`src/rtl/gpu_pkg.sv`:
```
// Shared definitions for the voxel fill engine: register map, FSM states,
// master beat payload and lane helpers.
package gpu_pkg;

    localparam int unsigned ADDR_W = 32;
    localparam int unsigned DATA_W = 32;
    localparam int unsigned BE_W   = 4;

    localparam logic [7:0] REG_PIXEL_BUFFER = 8'h00;
    localparam logic [7:0] REG_FILL_COLOR   = 8'h01;
    localparam logic [7:0] REG_STATUS       = 8'h03;
    localparam logic [7:0] REG_IRQ_EN       = 8'h04;
    localparam logic [7:0] REG_TRIGGER      = 8'h0f;

    typedef enum logic [1:0] {
        ST_IDLE = 2'd0,
        ST_FILL = 2'd1,
        ST_DONE = 2'd2
    } fill_state_e;

    typedef struct packed {
        logic [ADDR_W-1:0] address;
        logic [DATA_W-1:0] writedata;
        logic [BE_W-1:0]   byteenable;
    } m1_beat_t;

    // Copy the low pixel_bytes of the colour into every byte lane
    function automatic logic [31:0] replicate_color(input logic [31:0] color,
                                                    input int unsigned pixel_bytes);
        logic [31:0] r;
        case (pixel_bytes)
            1:       r = {4{color[7:0]}};
            2:       r = {2{color[15:0]}};
            default: r = color;
        endcase
        return r;
    endfunction

    // Byte lanes covered by one pixel starting at the given byte offset
    function automatic logic [3:0] lane_mask(input logic [1:0] offset,
                                             input int unsigned pixel_bytes);
        logic [7:0] m;
        case (pixel_bytes)
            1:       m = 8'h01;
            2:       m = 8'h03;
            default: m = 8'h0F;
        endcase
        m = m << offset;
        return m[3:0];
    endfunction

endpackage

```
`src/rtl/voxel_fill_addr_gen.sv`:
```
// Pixel index counter and master address / byte-enable generation.
module voxel_fill_addr_gen
    import gpu_pkg::*;
#(
    parameter int unsigned PIXEL_BYTES = 2,
    parameter logic [31:0] LAST_INDEX  = 32'd0
) (
    input  logic              clock,
    input  logic              reset_n,
    input  logic              i_start,
    input  logic              i_advance,
    input  logic [ADDR_W-1:0] i_base,
    output logic [ADDR_W-1:0] o_address,
    output logic [BE_W-1:0]   o_byteenable,
    output logic              o_last
);

    logic [31:0]       r_index;
    logic [ADDR_W-1:0] w_address;

    // Index restarts on a fresh fill and advances on each accepted beat but never past the last pixel
    always_ff @(posedge clock or negedge reset_n) begin
        if (!reset_n) begin
            r_index <= 32'd0;
        end else if (i_start) begin
            r_index <= 32'd0;
        end else if (i_advance && !o_last) begin
            r_index <= r_index + 32'd1;
        end
    end

    assign w_address    = i_base + (r_index * 32'(PIXEL_BYTES));
    assign o_address    = w_address;
    assign o_byteenable = lane_mask(w_address[1:0], PIXEL_BYTES);
    assign o_last       = (r_index == LAST_INDEX);

endmodule

```
`src/rtl/voxel_fill_engine.sv`:
```
// Frame-buffer fill engine: Avalon-MM register slave plus write-only master
// that writes one colour into every pixel of the frame.
// Optional macro VOXEL_FILL_IRQ_EN enables the irq_enable register and irq output.
module voxel_fill_engine
    import gpu_pkg::*;
#(
    parameter logic [31:0] DEFAULT_BUFFER = 32'h0800_0000,
    parameter logic [15:0] H_RESOLUTION   = 16'd256,
    parameter logic [15:0] V_RESOLUTION   = 16'd192,
    parameter int unsigned PIXEL_BYTES    = 2
) (
    input  logic              clock,
    input  logic              reset_n,
    input  logic [7:0]        s1_address,
    input  logic [DATA_W-1:0] s1_writedata,
    input  logic              s1_write,
    output logic [DATA_W-1:0] s1_readdata,
    output logic              s1_waitrequest,
    output logic [ADDR_W-1:0] m1_address,
    output logic [DATA_W-1:0] m1_writedata,
    output logic [BE_W-1:0]   m1_byteenable,
    output logic              m1_write,
    input  logic              m1_waitrequest,
    output logic              irq
);

    localparam logic [31:0] LAST_INDEX = (32'(H_RESOLUTION) * 32'(V_RESOLUTION)) - 32'd1;
    localparam logic [31:0] COLOR_MASK = (PIXEL_BYTES == 4) ? 32'hFFFF_FFFF :
                                         (PIXEL_BYTES == 2) ? 32'h0000_FFFF : 32'h0000_00FF;

    fill_state_e       r_state;
    logic              r_busy;
    logic              r_done;
    logic              r_m1_write;
    logic [ADDR_W-1:0] r_pixel_buffer;
    logic [DATA_W-1:0] r_fill_color;
    logic [ADDR_W-1:0] r_work_base;
    logic [DATA_W-1:0] r_work_data;

    logic              w_wr_pixel;
    logic              w_wr_color;
    logic              w_wr_status;
    logic              w_wr_trigger;
    logic              w_start;
    logic              w_beat_done;
    logic              w_last;
    logic              w_done_next;
    logic              w_irq_en_rd;
    m1_beat_t          w_beat;

    assign w_wr_pixel   = s1_write && (s1_address == REG_PIXEL_BUFFER);
    assign w_wr_color   = s1_write && (s1_address == REG_FILL_COLOR);
    assign w_wr_status  = s1_write && (s1_address == REG_STATUS);
    assign w_wr_trigger = s1_write && (s1_address == REG_TRIGGER);
    assign w_start      = (r_state == ST_IDLE) && w_wr_trigger;
    assign w_beat_done  = (r_state == ST_FILL) && !m1_waitrequest;

    // Done flag: W1C clear, but the DONE-state set takes priority
    always_comb begin
        w_done_next = r_done;
        if (w_wr_status && s1_writedata[1]) begin
            w_done_next = 1'b0;
        end
        if (r_state == ST_DONE) begin
            w_done_next = 1'b1;
        end
    end

    // Programmable registers and the done flag
    always_ff @(posedge clock or negedge reset_n) begin
        if (!reset_n) begin
            r_pixel_buffer <= DEFAULT_BUFFER;
            r_fill_color   <= '0;
            r_done         <= 1'b0;
        end else begin
            if (w_wr_pixel) begin
                r_pixel_buffer <= s1_writedata;
            end
            if (w_wr_color) begin
                r_fill_color <= s1_writedata & COLOR_MASK;
            end
            r_done <= w_done_next;
        end
    end

`ifdef VOXEL_FILL_IRQ_EN
    logic r_irq_en;
    logic r_irq;
    logic w_wr_irq_en;
    logic w_irq_en_next;

    assign w_wr_irq_en   = s1_write && (s1_address == REG_IRQ_EN);
    assign w_irq_en_next = w_wr_irq_en ? s1_writedata[0] : r_irq_en;

    // Interrupt enable and level interrupt tracking done & enable
    always_ff @(posedge clock or negedge reset_n) begin
        if (!reset_n) begin
            r_irq_en <= 1'b0;
            r_irq    <= 1'b0;
        end else begin
            r_irq_en <= w_irq_en_next;
            r_irq    <= w_done_next & w_irq_en_next;
        end
    end

    assign irq         = r_irq;
    assign w_irq_en_rd = r_irq_en;
`else
    assign irq         = 1'b0;
    assign w_irq_en_rd = 1'b0;
`endif

    // Fill sequencer: working copies are captured at trigger so register writes mid-fill do not disturb it
    always_ff @(posedge clock or negedge reset_n) begin
        if (!reset_n) begin
            r_state     <= ST_IDLE;
            r_busy      <= 1'b0;
            r_m1_write  <= 1'b0;
            r_work_base <= '0;
            r_work_data <= '0;
        end else begin
            case (r_state)
                ST_IDLE: begin
                    if (w_wr_trigger) begin
                        r_work_base <= r_pixel_buffer;
                        r_work_data <= replicate_color(r_fill_color, PIXEL_BYTES);
                        r_busy      <= 1'b1;
                        r_m1_write  <= 1'b1;
                        r_state     <= ST_FILL;
                    end
                end
                ST_FILL: begin
                    if (w_beat_done && w_last) begin
                        r_m1_write <= 1'b0;
                        r_state    <= ST_DONE;
                    end
                end
                ST_DONE: begin
                    r_busy  <= 1'b0;
                    r_state <= ST_IDLE;
                end
                default: begin
                    r_busy     <= 1'b0;
                    r_m1_write <= 1'b0;
                    r_state    <= ST_IDLE;
                end
            endcase
        end
    end

    voxel_fill_addr_gen #(
        .PIXEL_BYTES (PIXEL_BYTES),
        .LAST_INDEX  (LAST_INDEX)
    ) u_addr_gen (
        .clock        (clock),
        .reset_n      (reset_n),
        .i_start      (w_start),
        .i_advance    (w_beat_done),
        .i_base       (r_work_base),
        .o_address    (w_beat.address),
        .o_byteenable (w_beat.byteenable),
        .o_last       (w_last)
    );

    assign w_beat.writedata = r_work_data;

    assign m1_address    = w_beat.address;
    assign m1_writedata  = w_beat.writedata;
    assign m1_byteenable = w_beat.byteenable;
    assign m1_write      = r_m1_write;

    // Combinational register read-back; unmapped and write-only addresses return 0
    always_comb begin
        s1_readdata = '0;
        case (s1_address)
            REG_PIXEL_BUFFER: s1_readdata = r_pixel_buffer;
            REG_FILL_COLOR:   s1_readdata = r_fill_color;
            REG_STATUS:       s1_readdata = {30'd0, r_done, r_busy};
            REG_IRQ_EN:       s1_readdata = {31'd0, w_irq_en_rd};
            default:          s1_readdata = '0;
        endcase
    end

    assign s1_waitrequest = 1'b0;

endmodule
```
`config.mk`:
```
export PLATFORM = sky130hd
export DESIGN_NAME = voxel_fill_engine
export DESIGN_NICKNAME = d
export VERILOG_FILES = /design/src/rtl/gpu_pkg.sv /design/src/rtl/voxel_fill_addr_gen.sv /design/src/rtl/voxel_fill_engine.sv
export SDC_FILE = /design/constraint.sdc
export NUM_CORES = 1
export LEC_CHECK = 0
export ABC_AREA = 1
export BUFFER_PORTS_ARGS = -buffer_cell sky130_fd_sc_hd__buf_2
export CORE_MARGIN = 10
export CORE_UTILIZATION = 35
export CTS_CLUSTER_DIAMETER = 200
export CTS_CLUSTER_SIZE = 10
export DETAILED_ROUTE_END_ITERATION = 10
export PLACE_DENSITY = 0.51
export SKIP_LAST_GASP = 1
export SYNTH_ARGS = -nofsm -noshare
export SYNTH_HDL_FRONTEND = slang
export SYNTH_HIERARCHICAL = 1
export SYNTH_SLANG_ARGS = --single-unit
```
`constraint.sdc`:
```
create_clock -name clock -period 2.4 [get_ports clock]
set_input_delay 0.24 -clock clock [delete_from_list [all_inputs] [get_ports clock]]
set_output_delay 0.24 -clock clock [all_outputs]
set_load 0.01 [all_outputs]
```
Yosys cells after proc, flatten, opt, wreduce, memory -nomap -nowiden
Cells that the tools add are included.
{ "totals": {"out_inout_bits": 103, "register_bits": 149, "wordCells": 53} }
{ "classes": {"n_bitwise": 2, "mux": 12, "n_shift": 1, "n_eq_ne": 8, "reduce_logical": 19, "addsub": 2} }
{ "op_table": {"columns": ["operator", "count"], "rows": [
  ["one-hot mux 32 bit (3 select lines)", 1],
  ["2-to-1 mux 32 bit", 2],
  ["adder 32 x 1 -> 32 bit (second input constant)", 1],
  ["adder 32 bit", 1],
  ["== test 32 x 16 -> 1 bit (second input constant)", 1],
  ["logical AND 1 bit", 9],
  ["== test 8 x 1 -> 1 bit (second input constant)", 1],
  ["== test 8 x 2 -> 1 bit (second input constant)", 1],
  ["== test 8 x 4 -> 1 bit (second input constant)", 1],
  ["zero test 8 bit", 1],
  ["AND reduction 2 bit", 3],
  ["2-to-1 mux 1 bit", 4],
  ["2-to-1 mux 2 bit", 2],
  ["one-hot mux 2 bit (2 select lines)", 1],
  ["nonzero test 2 bit", 2],
  ["left shift 2 x 2 -> 4 bit (first input constant)", 1],
  ["one-hot mux 1 bit (3 select lines)", 1],
  ["AND reduction 3 bit", 1],
  ["== test 2 x 1 -> 1 bit (second input constant)", 1],
  ["== test 2 bit (second input constant)", 1],
  ["zero test 1 bit", 2],
  ["zero test 2 bit", 1],
  ["inequality test 2 x 1 -> 1 bit (second input constant)", 1],
  ["inequality test 2 bit (second input constant)", 1],
  ["2 further kinds", 3]
]} }

Logic depth before layout (Yosys ltp)
{ "depth": {"ltp_word": 5, "mapped_depth": 12} }

By module
Netlist, hierarchy kept.
{ "modules_own_cells": {"columns": ["mod", "area_per_inst_um2", "seq_area_each_um2", "instances", "cells_per_inst"], "rows": [
  ["voxel_fill_engine", 4695.8, 2528.7, 1, 573],
  ["voxel_fill_addr_gen", 4556.9, 800.8, 1, 838]
]} }

Worst setup path before layout
Ideal clock, no wire load.
{ "synth_path": {"kind": "reg2out", "start": "reg u_addr_gen.r_index[0]", "end": "out m1_address[29]", "stages_incl_launch_ff": 13, "t_required_ns": 2.160, "n_path_buf": 0, "path_slack_ns": 0.330, "t_arrival_ns": 1.830, "cell_sequence": "dfrtp_1 > ha_1 > fa_1 > nand3_1 > nand3_1 > nand2_1 > nand2_1 > nand2_1 > nand2_1 > nand2_1 > nand2_1 > nand2_1 > nand2_1"} }
{ "synth_between": {"elab_chain_cells": 1} }
{ "synth_lines": {"columns": ["item", "line_no", "text"], "rows": [
  ["start: declaration", "voxel_fill_addr_gen.sv:18", "logic [31:0] r_index;"],
  ["start signal: assignment", "voxel_fill_addr_gen.sv:28", "r_index <= r_index + 32'd1;"],
  ["adder 32 bit", "voxel_fill_addr_gen.sv:32", "assign w_address = i_base + (r_index * 32'(PIXEL_BYTES));"],
  ["end: declaration", "voxel_fill_engine.sv:19", "output logic [ADDR_W-1:0] m1_address,"]
]} }
Every way passes these cells.

Final worst setup path
{ "layout_path": {"start": "reg u_addr_gen.r_index[14]", "end": "out m1_address[17]"} }
The elaborated chain is that of the path after synthesis.

==> impl_metrics.py <==
metrics = {
    "worst_setup_path": {
        "crit_buf_inv": 2,
        "slowest_stage": "dfrtp_2",
        "crit_type": "reg -> out",
        "rrSetupSlack_ns": 0.21,
        "cp.arrival_ns": 2.19,
        "crit_family": "simple AND/OR/NAND/NOR gates",
        "critPathRequiredTime_ns": 2.16,
        "worst_setup_path_end_kind": "output pin",
        "slowest_delay_ns": 0.47,
        "critical_path.cell_chain": "ha_4, nand2_1, inv_1, nand2_1, nor3_2, nand2_2, nand2_2, xor2_1, buf_2",
        "start_kind": "flip-flop",
        "cp_max_fo": 5,
    },
    "route": {
        "top_layer_used": "met4",
        "drt-met1-wl_um": 14800,
        "dr_wl_met2_um": 14400,
        "totalWireLength_um": 31400,
        "wire_per_inst_um": 16.2,
        "ant_nets": 0,
        "first_pass_iters": 6,
        "num_vias": 9359,
        "via_per_inst": 4.83,
        "dr_wl_met3_um": 1710,
        "drt_iter0_drc": 615,
        "drc": 0,
    },
    "logic_synthesis": {
        "synth_most_common_cell": "nand2_1",
        "synth_edf_count": 0,
        "synth_commonest_cells": "620 x nand2_1, 159 x inv_1, 151 x nand3_1",
        "synth.top_cell.area_share_pct": 35.7,
        "synthFlopType": "dfrtp_1",
        "synth_top_cells_by_area": "dfrtp_1 36%, nand2_1 25%, nand3_1 8.2%",
        "synth.largest_area_cell": "dfrtp_1",
        "yosysWarnings": 6,
        "syn_area_per_cell_um2": 6.56,
        "synth_cell_type_count": 32,
        "synth-seq-area-share_pct": 36.0,
        "synth_async_sr_flop_share_pct": 100,
        "synth_cells": 1411,
        "synth_seq_cells": 133,
        "netlist_area_um2": 9250,
    },
    "sta": {
        "setup_viol": 2,
        "whs_ns": 0.0240,
        "finalSetupTns_ns": -0.0364,
        "skew_ns": 0.0155,
        "hold_viol": 0,
        "fin_crit_ns": 2.43,
        "max_freq_mhz": 412,
        "slew_headroom_pct": 51.9,
        "drv_slew": 0,
        "tightest_slew_ns": 0.721,
        "fin_crit_sh_pct": 101,
        "finalWorstSetupSlack_ns": -0.0288,
        "rsz0062_at_grt": "yes",
    },
    "die": {
        "start_util_pct": 35.5,
        "die_area_um2": 33300,
        "rows": 59,
        "coreArea_um2": 26100,
        "ioPinCount": 147,
        "dieWidth_um": 183,
        "fp.dieH_um": 183,
    },
    "power": {
        "finalPower_uw": 5950,
        "ir_drop_uv": 476,
        "power_density_nw_per_um2": 495,
        "leakage_uw": 0.00680,
    },
    "final_layout": {
        "drive_gt1_share_pct": 27.7,
        "final_nets": 1665,
        "diodes": 0,
        "n_fill_cell": 2702,
        "area_delta_synth_final_pct": 29.7,
    },
    "placement": {
        "dpl.hpwl_um": 23800,
        "gp_congestion": 0.942,
        "numPortBuffers": 144,
        "dp_slack_ns": 0.186,
    },
    "worst_hold_path": {
        "hold_path.class": "in -> reg",
    },
    "global_route": {
        "antenna_found_initial": 0,
        "grt_pass1_vias": 9090,
        "overflow": 0,
        "grt_max_degree": 59,
        "grt_usage_pct": 18.3,
        "grt_pass1_wl_um": 49300,
    },
    "clock_network": {
        "h-tree-depth": 4,
        "cts_made_buffers": 17,
        "clockRootBuffer": "clkbuf_16",
        "clock_latency_ns": 0.42,
        "clk_pin_slew_ns": 0.06,
        "cts.sinks": 133,
        "clk_path_buf_depth": 2,
        "cts_tree": "yes",
    },
    "status": {
        "violations": "negative setup slack",
        "run_status": "finished, violations left",
    },
    "flow_run": {
        "cap_violations": 0,
    },
}
==> state kept, by name, indices dropped and copies added (netlist names) <==
signal              flops
m1_write                1
m1_writedata           16
r_busy                  1
r_done                  1
r_fill_color           16
r_pixel_buffer         32
r_state                 2
r_work_base            32
u_addr_gen/r_index     32
==> final timing paths <==
check	startpoint	end	depth (start not counted)
setup / recovery	u_addr_gen/r_index[14]	m1_address[17]	9
hold / removal	m1_waitrequest	r_state[1]	2
setup reg to reg	u_addr_gen/r_index[0]	u_addr_gen/r_index[19]	12
hold reg to reg	r_work_base[1]	r_work_base[1]	2
max in group asynchronous	reset_n	r_pixel_buffer[27]	3
min in group asynchronous	reset_n	r_fill_color[3]	2
==> layout by cell type (no fill, tap or decap), types with 17 or more instances in the layout <==
cell and instances:
nand2_1 563, inv_1 155, nand3_1 139, buf_2 139, nor2_1 111, dfrtp_1 107
buf_4 71, nand2_2 51, ha_4 27, dfrtp_2 25, nand4_1 22, nand3_2 21
xor2_1 21, clkbuf_16 17
==> logic make-up after synthesis <==
group	share of synthesized area [%]
other	0.0405
buffers and inverters	11.1
AO/OA/AOI/OAI	1.51
XOR/XNOR	2.93
adder cells (fa/ha/maj)	4.54
AND/OR/NAND/NOR	43.9
flip-flops	36.0
==> where the power goes <==
group | switching (µW) | internal, µW
logic | 537 | 419
clock network | 1080 | 1450
registers | 109 | 2340
total | 1730 | 4220
==> what timing repair did <==
item                                   in CTS  in global routing
setup endpoints to repair                  24                 24
resized for setup                          87                112
gates cloned                                0                  0
setup buffers                               8                 27
hold buffers                                1                  0
endpoints found under the hold margin      37                  0
pin swaps                                  14                 38
==> per-layer routing <==
metal	vias up	global-route usage (%)
met5	-	0
met4	0	5.24
met3	30	3.90
met2	243	28.8
met1	4384	24.8
li1	4702	-
==> cell type report <==
class	instances	area (µm²)	area share [%]
Multi-Input combinational cell	1054	5680	47.3
Sequential cell	133	3360	28.0
Timing Repair Buffer	221	1370	11.4
Inverter	161	606	5.04
Clock buffer	18	429	3.58
Tap cell	335	419	3.49
Clock inverter	14	140	1.17
==> stage by stage <==
stage | instance area (µm²) | util, % | std cells
2_1_floorplan | 9260 | - | 1412
3_3_place_gp | 10300 | 39.6 | 1868
3_5_place_dp | 10300 | 39.6 | 1868
4_1_cts | 11400 | 43.6 | 1909
5_1_grt | 12000 | 46.1 | 1936
6_report | 12000 | 46.1 | 1936
Power figures use the tool's default switching activity.
